--- config.mk ---
export PLATFORM = sky130hd
export DESIGN_NAME = updown_bcd_counter
export DESIGN_NICKNAME = d
export VERILOG_FILES = /design/src/rtl/updown_bcd_counter_pkg.sv /design/src/rtl/updown_bcd_counter_tick_gen.sv /design/src/rtl/updown_bcd_counter.sv
export SDC_FILE = /design/constraint.sdc
export NUM_CORES = 1
export LEC_CHECK = 0
export ABC_AREA = 1
export BUFFER_PORTS_ARGS = -buffer_cell sky130_fd_sc_hd__buf_4
export CORE_MARGIN = 3
export CORE_UTILIZATION = 55
export DETAILED_ROUTE_END_ITERATION = 8
export MAX_ROUTING_LAYER = met4
export PLACE_DENSITY = 0.77
export SETUP_SLACK_MARGIN = 0.1
export SLEW_MARGIN = 20
export SYNTH_ARGS = -nofsm -noshare
export SYNTH_HDL_FRONTEND = slang
export SYNTH_SLANG_ARGS = --single-unit
--- constraint.sdc ---
create_clock -name clk -period 1.74 [get_ports clk]
set_input_delay 0.174 -clock clk [delete_from_list [all_inputs] [get_ports clk]]
set_output_delay 0.174 -clock clk [all_outputs]
set_load 0.05 [all_outputs]
--- src/rtl/updown_bcd_counter_pkg.sv ---
// Shared types, constants and BCD digit arithmetic for the four-digit up/down BCD counter.
package updown_bcd_counter_pkg;

    typedef enum logic [1:0] {
        ST_STOP  = 2'd0,
        ST_RUN   = 2'd1,
        ST_CLEAR = 2'd2
    } state_e;

    localparam logic [3:0] BCD_MAX        = 4'd9;
    localparam int         DEF_SYS_CLK_HZ = 100_000_000;
    localparam int         DEF_TICK_HZ    = 10;

    // One digit step: returns {carry/borrow out, new digit}; an out-of-range digit counts as 0.
    function automatic logic [4:0] bcd_step(input logic [3:0] digit,
                                            input logic       down,
                                            input logic       cin);
        logic [3:0] d;
        logic [4:0] r;
        d = (digit > BCD_MAX) ? 4'd0 : digit;
        r = {1'b0, d};
        if (cin) begin
            if (down) begin
                if (d == 4'd0) r = {1'b1, BCD_MAX};
                else           r = {1'b0, d - 4'd1};
            end else begin
                if (d == BCD_MAX) r = {1'b1, 4'd0};
                else              r = {1'b0, d + 4'd1};
            end
        end else begin
            r = {1'b0, d};
        end
        return r;
    endfunction

endpackage

--- src/rtl/updown_bcd_counter_tick_gen.sv ---
// Clock divider producing a one-cycle tick every TICK_DIV enabled cycles; cleared while disabled.
module tick_gen #(
    parameter int TICK_DIV = 4
) (
    input  logic clk,
    input  logic rstn,
    input  logic i_en,
    output logic o_tick
);

    localparam int            CW   = (TICK_DIV > 1) ? $clog2(TICK_DIV) : 1;
    localparam logic [CW-1:0] LAST = CW'(TICK_DIV - 1);

    logic [CW-1:0] div_q;
    logic [CW-1:0] div_d;

    // The stale terminal value left behind on disable must not fire a tick.
    assign o_tick = i_en && (div_q == LAST);

    // Divider next-state: restart from zero on disable or at the terminal count.
    always_comb begin
        div_d = div_q;
        if (!i_en) begin
            div_d = '0;
        end else if (div_q == LAST) begin
            div_d = '0;
        end else begin
            div_d = div_q + CW'(1);
        end
    end

    // Divider register.
    always_ff @(posedge clk or negedge rstn) begin
        if (!rstn) begin
            div_q <= '0;
        end else begin
            div_q <= div_d;
        end
    end

endmodule

--- src/rtl/updown_bcd_counter.sv ---
// Four-digit BCD up/down counter with run/stop, clear and direction commands.
// Define UPDOWN_SATURATE_EN to hold at 9999/0000 and auto-stop instead of wrapping.
module updown_bcd_counter
    import updown_bcd_counter_pkg::*;
#(
    parameter int SYS_CLK_HZ = DEF_SYS_CLK_HZ,
    parameter int TICK_HZ    = DEF_TICK_HZ,
    parameter int TICK_DIV   = SYS_CLK_HZ / TICK_HZ
) (
    input  logic       clk,
    input  logic       rstn,
    input  logic       i_run_stop,
    input  logic       i_clear,
    input  logic       i_mode,
    output logic [3:0] time_1,
    output logic [3:0] time_10,
    output logic [3:0] time_100,
    output logic [3:0] time_1000,
    output logic       o_running,
    output logic       o_down
);

    state_e          state_q;
    state_e          state_d;
    logic [3:0][3:0] dig_q;
    logic [3:0][3:0] dig_d;
    logic            running_q;
    logic            running_d;
    logic            down_q;
    logic            down_d;
    logic            tick_s;
    logic            at_limit_s;

    tick_gen #(
        .TICK_DIV (TICK_DIV)
    ) u_tick_gen (
        .clk    (clk),
        .rstn   (rstn),
        .i_en   (state_q == ST_RUN),
        .o_tick (tick_s)
    );

`ifdef UPDOWN_SATURATE_EN
    assign at_limit_s = down_q ? (dig_q == 16'h0000) : (dig_q == 16'h9999);
`else
    assign at_limit_s = 1'b0;
`endif

    // FSM next-state; clear overrides every other command.
    always_comb begin
        state_d = state_q;
        case (state_q)
            ST_STOP: begin
                if (i_run_stop && !at_limit_s) state_d = ST_RUN;
                else                           state_d = ST_STOP;
            end
            ST_RUN: begin
                if (i_run_stop || at_limit_s) state_d = ST_STOP;
                else                          state_d = ST_RUN;
            end
            ST_CLEAR: state_d = ST_STOP;
            default:  state_d = ST_STOP;
        endcase
        if (i_clear) begin
            state_d = ST_CLEAR;
        end else begin
            state_d = state_d;
        end
    end

    // Output/status next-state: direction toggles on every mode pulse regardless of state.
    always_comb begin
        running_d = (state_d == ST_RUN);
        down_d    = down_q ^ i_mode;
    end

    // Digit next-state: ripple carry/borrow from the ones digit upward on each tick.
    always_comb begin
        logic       carry;
        logic [4:0] step;
        dig_d = dig_q;
        carry = 1'b1;
        step  = 5'd0;
        if (i_clear || (state_q == ST_CLEAR)) begin
            dig_d = '0;
        end else if (tick_s && !at_limit_s) begin
            for (int i = 0; i < 4; i++) begin
                step     = bcd_step(dig_q[i], down_q, carry);
                dig_d[i] = step[3:0];
                carry    = step[4];
            end
        end else begin
            dig_d = dig_q;
        end
    end

    // State and output registers.
    always_ff @(posedge clk or negedge rstn) begin
        if (!rstn) begin
            state_q   <= ST_STOP;
            dig_q     <= '0;
            running_q <= 1'b0;
            down_q    <= 1'b0;
        end else begin
            state_q   <= state_d;
            dig_q     <= dig_d;
            running_q <= running_d;
            down_q    <= down_d;
        end
    end

    assign time_1    = dig_q[0];
    assign time_10   = dig_q[1];
    assign time_100  = dig_q[2];
    assign time_1000 = dig_q[3];
    assign o_running = running_q;
    assign o_down    = down_q;

endmodule

==> qor.yml <==
post-route-period-util: 1.08
final.min_clock_period_ns: 1.87
hpwl_um: 5890
finalSetupViolations: 11
die-area_um2: 6550
syn_inst: 428
post-route-drc-count: 0
synth_xor_xnor_area_share: 0.0510
most_common_library_cell_in_the_layout_ignoring_fill_and_taps: "sky130_fd_sc_hd__nand2_1"
synth-simple-area-share: 0.371
share_of_the_synthesized_area_in_compound_gates_ao_oa_aoi_oai: 0.0992
timing.rr.end: "time_100[3]"
most-common-layout-cells: "sky130_fd_sc_hd__nand2_1 (95), sky130_fd_sc_hd__buf_4 (80), sky130_fd_sc_hd__inv_1 (47)"
ant_nets: 0
critPathLaunchType: "flip-flop"
power.share.combinational: 0.308
synthesis.nets: 444
initial_core_util: 0.586
vias: 3434
vias_per_cell: 5.79
critical_path.reg2reg.startpoint: "time_10[2]"
final-hold-violation-count: 0
synth_warnings: 0
worst_pin_slew_ns: 0.630
boundaryPins: 23
clk_pin_slew_ns: 0.09
dr.first_iter.drc_count: 277
postSynthAreaPerCell_um2: 7.22
type_of_the_most_critical_hold_path: "in -> reg"
wl_per_cell_um: 15.8
synthMuxAreaShare: 0
required_ns: 1.97
first_pass_grt_wire_length_um: 14200
antenna_cells_inserted: 0
dpl_cell_area_um2: 3720
switching_power_w: 0.00100
pin_count_of_the_biggest_net_entering_global_routing: 44
critPathLaunch: "time_10[2]"
number_of_antenna_violations_at_the_first_check_in_global_routing: 0
worst-r2r-cell-count: 10
p_clk_frac: 0.338
design.final.nets: 538
worst_ir_drop_vdd_uv: 512
first_global_vias: 3193
grt_most_used_layer: "met2"
synth_seq_cells: 43
worst_hold_slack_ns: 0.0280
area_of_the_core_region_um2: 5270
finish.instance_area_um2: 4290
drive_gt1_frac: 0.396
adder_and_majority_cell_fraction_of_the_synthesized_area: 0.0446
globalplace.congestion: 0.979
drt_pass1_iterations: 5
cap_violations: 0
power_density_nw_per_um2: 675
grt_util_met2: 0.468
grt_use_met1: 0.357
critPathKind: "reg -> reg"
standard_cell_row_count: 26
synth_cell_types: 40
end_kind: "flip-flop"
mappedNetlistArea_um2: 3090
layout.core_utilization: 0.814
clockRootBuffer: "sky130_fd_sc_hd__clkbuf_8"
power.share.sequential: 0.354
intPower_w: 0.00189
cp.arrival_ns: 2.10
die_h_um: 80.9
numCtsBuffers: 5
outcome: "complete, but fails checks"
area_delta_synth_final_pct: 38.8
clock_sink_count: 43
insertion_delay_ns: 0.31
gr-total-overflow: 0
die_width_um: 80.9
synth_seq_area_share: 0.348
critPathCapture: "time_100[3]"
swShare: 0.347
violations_in_the_final_reports: "setup timing"
fmaxAchievable_ghz: 0.533
global_route.usage.met3: 0.0455
rsz0062_at_grt: "true"
setup_slack_after_layout_ns: -0.135
cts_max_path_buffers: 2
hold_depth: 2
fin_worst_skew_ns: 0.00591
cts_tree: "yes"
numPortBuffers: 22
ctsHtreeMaxLevel: 2
gr-usage-all-layers: 0.287
final_max_slew_viol_count: 0
preCtsSetupSlack_ns: -0.155
worst-r2r-setup-slack_ns: -0.13
maxSlewHeadroom: 0.580
combinational_family_with_the_most_area_after_synthesis: "simple AND/OR/NAND/NOR gates"
static-leakage-power_nw: 1.96
totalWireLength_um: 9380
worstPathMaxFanout: 5
## sequential cells by signal, indices dropped and copies added, names as in the netlist
name / flops
o_running: 1
time_100: 4
time_1: 4
state_q: 1
o_down: 1
u_tick_gen.div_q: 24
time_10: 4
time_1000: 4
## power by group through the flow
| stage | logic, W | clock network, W | registers (W) |
|---|---|---|---|
| after floorplan | 0.000435 | 0 | 0.00109 |
| after global placement | 0.000668 | 0 | 0.00104 |
| after detailed placement | 0.000678 | 0 | 0.00104 |
| after CTS | 0.000786 | 0.000984 | 0.00102 |
| after global routing | 0.000965 | 0.00103 | 0.00103 |
| final | 0.000890 | 0.000978 | 0.00102 |
## Yosys cell counts
cell type / n / share of area
sky130_fd_sc_hd__inv_1: 55 / 0.067
sky130_fd_sc_hd__buf_2: 1 / 0.0016
sky130_fd_sc_hd__o22ai_1: 1 / 0.0020
sky130_fd_sc_hd__nand2_4: 1 / 0.0036
sky130_fd_sc_hd__nand3_1: 22 / 0.036
sky130_fd_sc_hd__and2_1: 1 / 0.0020
sky130_fd_sc_hd__nor3b_1: 1 / 0.0024
sky130_fd_sc_hd__clkbuf_1: 1 / 0.0012
sky130_fd_sc_hd__o21ai_2: 6 / 0.017
sky130_fd_sc_hd__nor2_2: 4 / 0.0081
sky130_fd_sc_hd__a21oi_2: 1 / 0.0028
sky130_fd_sc_hd__buf_1: 1 / 0.0012
sky130_fd_sc_hd__nand2_2: 2 / 0.0040
sky130_fd_sc_hd__a211oi_1: 1 / 0.0024
sky130_fd_sc_hd__nor3_2: 2 / 0.0065
sky130_fd_sc_hd__ha_1: 11 / 0.045
sky130_fd_sc_hd__xor2_1: 13 / 0.037
sky130_fd_sc_hd__o21ai_0: 21 / 0.034
sky130_fd_sc_hd__inv_2: 4 / 0.0049
sky130_fd_sc_hd__nor3_4: 1 / 0.0053
sky130_fd_sc_hd__nor4_1: 4 / 0.0081
sky130_fd_sc_hd__nand4_1: 12 / 0.024
sky130_fd_sc_hd__nor2_4: 2 / 0.0073
sky130_fd_sc_hd__clkinv_2: 1 / 0.0016
sky130_fd_sc_hd__inv_4: 1 / 0.0020
sky130_fd_sc_hd__nand3_2: 9 / 0.029
sky130_fd_sc_hd__and3_1: 1 / 0.0020
sky130_fd_sc_hd__nand4_2: 1 / 0.0040
sky130_fd_sc_hd__o211ai_1: 2 / 0.0049
sky130_fd_sc_hd__nand3_4: 2 / 0.011
sky130_fd_sc_hd__nor3_1: 12 / 0.019
sky130_fd_sc_hd__buf_12: 1 / 0.0065
sky130_fd_sc_hd__a21oi_1: 17 / 0.028
sky130_fd_sc_hd__nor2_1: 54 / 0.066
sky130_fd_sc_hd__dfrtp_1: 43 / 0.35
sky130_fd_sc_hd__xnor2_1: 5 / 0.014
sky130_fd_sc_hd__nand2_1: 102 / 0.12
sky130_fd_sc_hd__o21ai_1: 4 / 0.0065
sky130_fd_sc_hd__a31oi_1: 1 / 0.0020
sky130_fd_sc_hd__or2_2: 4 / 0.0081
## critical path, stage by stage, from the launching register on
cell and delay (ns):
sky130_fd_sc_hd__dfrtp_2 0.44, sky130_fd_sc_hd__nor2_4 0.15, sky130_fd_sc_hd__nor2_4 0.06, sky130_fd_sc_hd__nor2_4 0.11
sky130_fd_sc_hd__ha_2 0.18, sky130_fd_sc_hd__nand4_1 0.12, sky130_fd_sc_hd__nand2_2 0.15, sky130_fd_sc_hd__nand3_4 0.14
sky130_fd_sc_hd__o21ai_0 0.25, sky130_fd_sc_hd__nand3_1 0.12, sky130_fd_sc_hd__o21ai_0 0.09
## layer usage
metal / part of all wire / vias up
met5: 0 / -
met4: 0.027 / 0
met3: 0.082 / 32
met2: 0.49 / 184
met1: 0.40 / 1635
li1: - / 1583
## area by class of cell
cell class	count	area, um^2
clock buffer	5	68.8
clock inverter	3	71.3
fill	332	982
inverter	61	249
multi-input combinational	322	2010
sequential	43	1090
tap	70	87.6
timing repair buffer	88	697
timing repair inverter	1	6.26
## what timing repair did
action                     CTS  global route
cloned                       2             1
hold buffers                 2             0
resized for setup           20            59
setup buffers                8            10
pin swaps                   15            16
setup endpoints to repair   16            31
hold endpoints to repair    44             0
## logic make-up (layout without fill, tap and decap cells)
| logic type | after synthesis | after routing |
|---|---|---|
| adders and majority gates | 11 | 11 |
| xor gates and xnor gates | 18 | 18 |
| AOI/OAI and AO/OA | 54 | 54 |
| buffers and inverters | 65 | 158 |
| DFF | 43 | 43 |
| and+or+nand+nor | 237 | 239 |
## per-stage QoR
step	std cells	total power [W]	setup TNS, ns
detailed placement	562	0.00172	-0.856
CTS	582	0.00279	-0.242
global placement	562	0.00171	-0.0785
finish	593	0.00289	-0.918
floorplan	428	0.00152	-1.34
global route	593	0.00302	-2.48
## worst min path at each step
| stage | from | endpoint | slack, ns |
|---|---|---|---|
| floorplan | rstn | o_down | -0.12 |
| global placement | rstn | u_tick_gen.div_q[2] | 0.20 |
| detailed placement | rstn | u_tick_gen.div_q[2] | 0.21 |
| CTS | i_clear | o_running | 0.02 |
| global route | i_mode | o_down | 0.04 |
| finish | i_clear | o_running | 0.03 |
(Power assumes the default switching activity.)
